File: config.mk
export PLATFORM = sky130hd
export DESIGN_NAME = ch2_tdm_demux4
export DESIGN_NICKNAME = d
export VERILOG_FILES = /design/src/rtl/ch2_tdm_pkg.sv /design/src/rtl/ch2_slot_cnt.sv /design/src/rtl/ch2_tdm_demux4.sv
export SDC_FILE = /design/constraint.sdc
export NUM_CORES = 1
export LEC_CHECK = 0
export BUFFER_PORTS_ARGS = -buffer_cell sky130_fd_sc_hd__buf_4
export CORE_MARGIN = 10
export CORE_UTILIZATION = 35
export CTS_BUF_LIST = sky130_fd_sc_hd__clkbuf_8
export DETAILED_ROUTE_END_ITERATION = 7
export SYNTH_ARGS = -nofsm -noshare
export SYNTH_HDL_FRONTEND = slang
export SYNTH_HIERARCHICAL = 1
export SYNTH_SLANG_ARGS = --single-unit
export TNS_END_PERCENT = 10
File: constraint.sdc
create_clock -name CLK -period 2.6 [get_ports CLK]
set_clock_uncertainty 0.15 [all_clocks]
set_input_delay 0.65 -clock CLK [delete_from_list [all_inputs] [get_ports CLK]]
set_output_delay 0.65 -clock CLK [all_outputs]
set_load 0.03 [all_outputs]
File: src/rtl/ch2_tdm_pkg.sv
// Shared types and constants for the chapter-2 TDM datapath.
//   NUM_SLOTS / SLOT_W : slots per frame and width of a slot index
//   state_e            : demultiplexer alignment state (HUNT, RUN)
//   slot_t             : slot index type
//   LAST_SLOT          : index of the slot that completes a frame
package ch2_tdm_pkg;

  localparam int unsigned NUM_SLOTS = 4;
  localparam int unsigned SLOT_W    = 2;

  typedef enum logic {
    HUNT = 1'b0,
    RUN  = 1'b1
  } state_e;

  typedef logic [SLOT_W-1:0] slot_t;

  localparam slot_t LAST_SLOT = slot_t'(NUM_SLOTS - 1);

endpackage : ch2_tdm_pkg

File: src/rtl/ch2_slot_cnt.sv
// Modulo-NUM_SLOTS slot counter with increment enable and a synchronous
// load-to-1 used when a frame-sync sample is taken as slot 0.
//   clk_i     : rising-edge clock
//   rst_i     : asynchronous active-high reset, clears the count
//   inc_i     : advance the count by one (wraps after LAST_SLOT)
//   load1_i   : force the count to 1; has priority over inc_i
//   cnt_o     : registered slot index
//   wrap_c_o  : combinational, high when this edge advances past LAST_SLOT
module ch2_slot_cnt
  import ch2_tdm_pkg::*;
(
  input  logic  clk_i,
  input  logic  rst_i,
  input  logic  inc_i,
  input  logic  load1_i,
  output slot_t cnt_o,
  output logic  wrap_c_o
);

  slot_t cnt_q;
  slot_t cnt_d;

  // Next count: load wins over increment; natural overflow gives the wrap.
  always_comb begin
    cnt_d = cnt_q;
    if (load1_i) begin
      cnt_d = slot_t'(1);
    end else if (inc_i) begin
      cnt_d = cnt_q + slot_t'(1);
    end
  end

  always_ff @(posedge clk_i or posedge rst_i) begin
    if (rst_i) begin
      cnt_q <= '0;
    end else begin
      cnt_q <= cnt_d;
    end
  end

  assign cnt_o    = cnt_q;
  assign wrap_c_o = inc_i & ~load1_i & (cnt_q == LAST_SLOT);

endmodule : ch2_slot_cnt

File: src/rtl/ch2_tdm_demux4.sv
// 1-to-4 time-division demultiplexer. Recovers four lanes from a serial
// stream aligned by a frame-sync marker; samples are staged in shadow
// registers and Y is loaded atomically when the last slot arrives.
//   CLK  : rising-edge clock
//   RST  : asynchronous active-high reset
//   D    : serial sample (W bits), qualified by EN
//   EN   : sample valid
//   FS   : frame sync, qualified by EN; marks the sample as slot 0
//   Y    : recovered lanes, Y[W-1:0] is slot 0
//   SLOT : slot the next valid sample will occupy
//   DONE : one-cycle pulse, Y was loaded with a complete frame
//   LOCK : frame alignment acquired
//   ERR  : one-cycle pulse, FS seen at a nonzero slot while locked
module ch2_tdm_demux4
  import ch2_tdm_pkg::*;
#(
  parameter int unsigned W = 1
) (
  input  logic                   CLK,
  input  logic                   RST,
  input  logic [W-1:0]           D,
  input  logic                   EN,
  input  logic                   FS,
  output logic [NUM_SLOTS*W-1:0] Y,
  output logic [SLOT_W-1:0]      SLOT,
  output logic                   DONE,
  output logic                   LOCK,
  output logic                   ERR
);

  state_e                          state_q;
  logic [NUM_SLOTS-2:0][W-1:0]     shadow_q;
  logic [NUM_SLOTS*W-1:0]          y_q;
  logic                            done_q;
  logic                            err_q;

  slot_t slot;
  logic  wrap_c;
  logic  run_c;
  logic  sync_c;
  logic  adv_c;
  logic  misalign_c;

  // Sample qualification: a sync sample always becomes slot 0; plain samples
  // only count once aligned.
  always_comb begin
    run_c      = (state_q == RUN);
    sync_c     = EN & FS;
    adv_c      = EN & ~FS & run_c;
    misalign_c = sync_c & run_c & (slot != '0);
  end

  ch2_slot_cnt u_slot_cnt (
    .clk_i    (CLK),
    .rst_i    (RST),
    .inc_i    (adv_c),
    .load1_i  (sync_c),
    .cnt_o    (slot),
    .wrap_c_o (wrap_c)
  );

  // Alignment FSM, shadow capture, frame output and status pulses.
  always_ff @(posedge CLK or posedge RST) begin
    if (RST) begin
      state_q  <= HUNT;
      shadow_q <= '0;
      y_q      <= '0;
      done_q   <= 1'b0;
      err_q    <= 1'b0;
    end else begin
      done_q <= wrap_c;
      err_q  <= misalign_c;
      if (sync_c) begin
        // Resync discards any partial frame; Y is left alone.
        state_q     <= RUN;
        shadow_q[0] <= D;
      end else if (adv_c) begin
        if (wrap_c) begin
          // Last slot bypasses the shadows so Y updates on this same edge.
          y_q <= {D, shadow_q};
        end else begin
          for (int unsigned i = 0; i < NUM_SLOTS - 1; i++) begin
            if (slot == slot_t'(i)) begin
              shadow_q[i] <= D;
            end
          end
        end
      end
    end
  end

  assign Y    = y_q;
  assign SLOT = slot;
  assign DONE = done_q;
  assign LOCK = (state_q == RUN);
  assign ERR  = err_q;

endmodule : ch2_tdm_demux4
==> impl_metrics.ini, run 1 <==
[floorplan]
fp.dieW_um = 58.2
io_pins = 14
die_h_um = 58.2
rows = 13
core-area_sq_mm = 0.00133
start_util_pct = 38.4
die_area_sq_mm = 0.00339

[worst_setup_path]
slowest_delay_ps = 360
worst_setup_path_end_kind = register
cp_data_required_time_ps = 2560
cpMaxStageDelayCell = mux2_2
critPathLaunchType = input port
critPathKind = input port to register
crit_fanout = 6
crit_arrival_ps = 2000
path_cells = buf_4, and3b_2, nand2_1, nor2_1, nor4b_1, o21ai_0, mux2_2
reg2regPathDepth = 6

[synthesis]
synth_compound_area_share_pct = 2.93
synth-adder-area-share_pct = 2.44
ys_types = 18
synthCells = 38
yosysWarnings = 6
synthSimpleGateAreaFrac_pct = 14.7
synth_xor_area_share_pct = 1.71
synth_edf_count = 0
synth_mux_area_share_pct = 18.1
ys_ff_latch = 12
syn_area_sq_um = 512
synth_fp_nets = 44
ys_seq_area_share_pct = 58.7
ys.flop_type = dfrtp_1
async_reset_ff_share_pct = 100
syn_avg_cell_area_sq_um = 13.5
synth_top_family_by_area = multiplexers

[cts]
clock-sinks = 12
cts_made_buffers = 3
cts_htree_levels = 1
clock_latency_ps = 230
cts_root_buffer = clkbuf_8
cts_tree = yes
cts_setup_buffers = 0
cts_buffer_depth = 2
clk_pin_slew_ps = 50
hold_buffers = 0
cts_resized = 0

[flow_run]
max_cap_viol_count = 0

[global_route]
first_global_vias = 364
grt_max_degree = 11
grt_pass1_wl_mm = 1.60
grt_remaining_overflow = 0
antenna_found_initial = 0
grtUsageTotal_pct = 6.13

[timing]
hold_viol_final = 0
tns_ps = 0
setup_violations = 0
rsz0062_at_grt = no
period_share_pct = 78.3
worstMarginPinSlew_ps = 369
max_slew_margin_pct = 75.4
final_max_slew_viol_count = 0
fin_crit_ps = 2040
clock.fmax_mhz = 491

[detailed_routing]
route.vias.total = 332
wl_per_cell_um = 14.5
viasPerCell = 4.81
wl_mm = 1.00
drc = 0
detail-route-antenna-nets = 0
drt_iter0_markers = 2
dr.pass1.iters = 3

[placement]
hpwl_um = 826
io_buffers = 13
gp_congestion = 0.677

[power_and_ir_drop]
leakagePower_nw = 0.338
powerDensity_mw_per_mm2 = 959
vdd_drop_max_mv = 0.506
finalPower_w = 0.000642

[final_layout]
drive_above_1_share_pct = 48.1
antenna_cells = 0
fin_nets = 62
area_growth_pct = 30.8
num-fill-cells = 130

[outcome]
status = finished clean

[hold_path]
hold_path_class = input port to async pin
==> state kept, by name (all words and copies together) (netlist names) <==
register          flops
shadow_q              3
DONE                  1
ERR                   1
LOCK                  1
u_slot_cnt/cnt_o      2
Y                     4
==> area by class of cell <==
cell class | count | area, sq um | share of cell area (%)
clock buffers | 3 | 41.3 | 6.17
repair buffers | 13 | 97.6 | 14.6
well taps | 15 | 18.8 | 2.80
inverters | 2 | 7.51 | 1.12
multi-input cells | 24 | 204 | 30.5
flip-flops and latches | 12 | 300 | 44.9
==> critical path, delay by kind of cell <==
kind	cells	cell delay (ps)
and+or+nand+nor	4	670
muxes	1	360
AOI/OAI and AO/OA	1	210
buffers and inverters	1	110
==> synth_stat cells, drive strengths merged (2+ instances only) <==
library cell	number	area (sq um)
nand2	2	7.51
mux2	7	82.6
nor2	3	11.3
dfrtp	12	300
inv	2	7.51
==> stage by stage <==
stage               std cells  utilization (%)  cell area, sq um  worst slack [ps]  hold slack (ps)
finish                     69             50.2               669               563              124
CTS                        69             50.2               669               540              121
global route               69             50.2               669               423              121
detailed placement         66             47.1               628               301              348
floorplan                  38                -               512               589              241
global placement           66             47.1               628               318              333
==> power by group <==
group          switching (W)  internal (W)  leakage (nW)
sequential         0.0000354      0.000237         0.149
clock              0.0000588      0.000101        0.0216
combinational       0.000112     0.0000971         0.167
total               0.000206      0.000436         0.338
==> worst paths after layout <==
path / startpoint / slack, ps / end
setup / recovery: FS / 560 / shadow_q[0]
hold / removal: RST / 120 / u_slot_cnt/cnt_o[0]
setup reg to reg: LOCK / 720 / shadow_q[0]
hold reg to reg: shadow_q[0] / 360 / Y[0]
max in group asynchronous: RST / 1780 / DONE
min in group CLK: shadow_q[0] / 360 / Y[0]
==> cells by family (layout without fill, tap and decap cells) <==
kind of cell / Yosys count / after routing
flops: 12 / 12
simple gates: 12 / 12
mux: 8 / 8
compound gates: 2 / 2
buf+inv: 2 / 18
fa+ha+maj: 1 / 1
xor+xnor: 1 / 1
==> routing by layer <==
metal | vias up | global-route usage, % | wire [um] | share of wire [%]
met5 | - | 0 | 0 | 0
met4 | 0 | 2.01 | 0 | 0
met3 | 0 | 4.14 | 92 | 9.2
met2 | 8 | 9.66 | 500 | 50
met1 | 159 | 6.40 | 409 | 41
li1 | 165 | - | - | -
==> cell usage in the layout (no fill, tap or decap) <==
cell type	netlist	layout
buf_4	0	13
dfrtp_1	12	12
mux2_2	6	6
nor2_1	3	3
clkbuf_8	0	3
nand2_1	2	2
inv_1	2	2
and3b_2	1	1
nand3_1	1	1
and4bb_1	1	1
mux2_4	1	1
and2_2	1	1
o211a_1	1	1
nor4b_1	1	1
o21ai_0	1	1
or2_2	1	1
xnor2_1	1	1
nand2b_1	1	1
mux2i_1	1	1
ha_1	1	1
(Power assumes the default switching activity.)
==> run 2: changes to the inputs <==
--- a/config.mk
+++ b/config.mk
@@ -5,6 +5,7 @@
 export SDC_FILE = /design/constraint.sdc
 export NUM_CORES = 1
 export LEC_CHECK = 0
+export ABC_AREA = 1
 export BUFFER_PORTS_ARGS = -buffer_cell sky130_fd_sc_hd__buf_4
 export CORE_MARGIN = 10
 export CORE_UTILIZATION = 35
==> constraint.sdc (replaced) <==
create_clock -name CLK -period 1.7 [get_ports CLK]
set_clock_uncertainty 0.15 [all_clocks]
set_input_delay 0.425 -clock CLK [delete_from_list [all_inputs] [get_ports CLK]]
set_output_delay 0.425 -clock CLK [all_outputs]
set_load 0.03 [all_outputs]
==> run 2 against run 1 <==
- core utilization rose by 0.40 points
- power rose by 61%
- sequential share of layout area fell by 4.8 points
- largest power group unchanged
==> impl_metrics.ini, run 2 <==
[timing]
setup_violations = 0
tns_ps = 0
fin_crit_ps = 1470
hold_viol_final = 0
final_max_slew_viol_count = 0
max_slew_margin_pct = 74.5
worstMarginPinSlew_ps = 381
rsz0062_at_grt = no
clock.fmax_mhz = 683
period_share_pct = 86.2

[worst_setup_path]
crit_arrival_ps = 890
cpMaxStageDelayCell = dfrtp_1
critPathLaunchType = register
path_cells = buf_4
cpLargestDelayFamily = flip-flops
cp_data_required_time_ps = 1120
worst_setup_path_end_kind = output pin
critPathKind = register to output pin
crit_fanout = 7
slowest_delay_ps = 450
worst-path-buf-inv = 1

[synthesis]
synth_fp_nets = 72
syn_avg_cell_area_sq_um = 8.25
synth_mux_area_share_pct = 0
synthTopCellsByArea = dfrtp_1 55%, nand2_1 16%, nand3_1 7.4%
ys_types = 12
ys_seq_area_share_pct = 55.2
synthSimpleGateAreaFrac_pct = 34.9
synth_compound_area_share_pct = 1.38
synth-adder-area-share_pct = 2.30
ys.flop_type = dfrtp_1
netlist.area_leader.share_pct = 55.2
synth_top_family_by_area = simple AND/OR/NAND/NOR gates
synth_xor_area_share_pct = 0
synthTopCellsByCount = 23 x nand2_1, 12 x dfrtp_1, 8 x inv_1, 8 x nand3_1, 6 x nor2_1
ys_ff_latch = 12
synth_edf_count = 0
async_reset_ff_share_pct = 100
yosysWarnings = 6
synth_most_common_cell = nand2_1
synthCells = 66
yosysTopAreaCell = dfrtp_1
syn_area_sq_um = 544

[global_route]
grtUsageTotal_pct = 7.37
antenna_found_initial = 0
grtUsageMet1_pct = 7.25
grt_remaining_overflow = 0
use_met3_pct = 3.86
first_global_vias = 465
grt_max_degree = 13
grtUsageMet2_pct = 11.3
grt_pass1_wl_mm = 1.95
top_usage_layer = met2

[placement]
io_buffers = 13
gp_congestion = 0.699
hpwl_um = 896
place_area_sq_um = 688

[hold_path]
hold_path_class = input port to register

[floorplan]
start_util_pct = 36.6
die_h_um = 59.4
die_area_sq_mm = 0.00353
rows = 14
io_pins = 14
core-area_sq_mm = 0.00149
fp.dieW_um = 59.4

[detailed_routing]
wl_mm = 1.13
wl_per_cell_um = 10.9
drc = 0
dr.pass1.iters = 2
viasPerCell = 4.68
detail-route-antenna-nets = 0
drt_iter0_markers = 6
route.vias.total = 482

[final_layout]
regArea_sq_um = 302
layout_common_cells = 23 x nand2_1, 16 x buf_4, 11 x dfrtp_1
area_growth_pct = 38.4
drive_above_1_share_pct = 29.9
num-fill-cells = 150
multiInputGateArea_sq_um = 213
largest_reg_flops = 4
layout_commonest_cell = nand2_1
antenna_cells = 0
fin_area_sq_um = 753
fin_nets = 94

[cts]
cts_buffer_depth = 2
cts_htree_levels = 1
cts_tree = yes
clock_latency_ps = 240
cts_root_buffer = clkbuf_8
clk_pin_slew_ps = 50
clock-sinks = 12
cts_setup_buffers = 0
cts_made_buffers = 3

[outcome]
status = finished clean

[power_and_ir_drop]
vdd_drop_max_mv = 0.596
powerDensity_mw_per_mm2 = 1370
leakagePower_nw = 0.426

[flow_run]
max_cap_viol_count = 0
run 2: cell count changes in the layout (fill, tap and decap cells not counted), sizes merged, moves of 2 or more:
cell / before / now
inv: 2 / 9
mux2: 7 / 0
nor2: 3 / 7
nand3: 1 / 8
nand2: 2 / 25
nand4: 0 / 2
buf: 13 / 16
run 2: final timing paths:
check                                    start                   to  slack (ps)  depth (start not counted)
max in group asynchronous                  RST                 LOCK         530                          3
min                                          D          shadow_q[0]         270                          3
min reg2reg                               Y[0]                 Y[0]         320                          2
min in group asynchronous                  RST  u_slot_cnt/cnt_o[1]         440                          3
max                        u_slot_cnt/cnt_o[0]              SLOT[0]         230                          1
max reg2reg                u_slot_cnt/cnt_o[0]          shadow_q[0]         260                          8
run 2: power breakdown:
part / switching (W) / total [W] / internal (W) / leakage [nW]
Sequential: 0.0000539 / 0.000412 / 0.000358 / 0.152
Combinational: 0.000191 / 0.000310 / 0.000119 / 0.244
Clock: 0.000104 / 0.000308 / 0.000204 / 0.0288
run 2: per-layer routing:
metal  vias up  wire [um]
li1        250          -
met1       216        430
met2        12        549
met3         4        110
met4         0         34
met5         -          0
run 2: metrics by stage:
stage	utilization, %	instances	total power [W]	hold slack (ps)	worst slack (ps)
floorplan	-	66	0.000613	16.2	66.4
global placement	46.2	98	0.000724	142	159
detailed placement	46.2	98	0.000737	143	112
CTS	50.6	103	0.00105	261	209
global route	50.6	103	0.00111	290	111
finish	50.6	103	0.00103	265	235
run 2: timing repair:
action / CTS / global route
hold buffers: 1 / 0
setup endpoints to repair: 0 / 0
endpoints found under the hold margin: 2 / 0
resized for setup: 0 / 0
run 2: cell type report:
type | count | area share [%]
sequential | 12 | 40.0
clock buffer | 4 | 7.31
tap | 16 | 2.66
inverter | 9 | 4.49
multi-input combinational | 45 | 28.2
timing repair buffer | 17 | 17.3
run 2: logic make-up (layout without fill, tap and decap cells):
family	Yosys count	in the layout
compound gates	1	1
buf+inv	9	30
simple gates	43	43
flops	12	12
fa+ha+maj	1	1
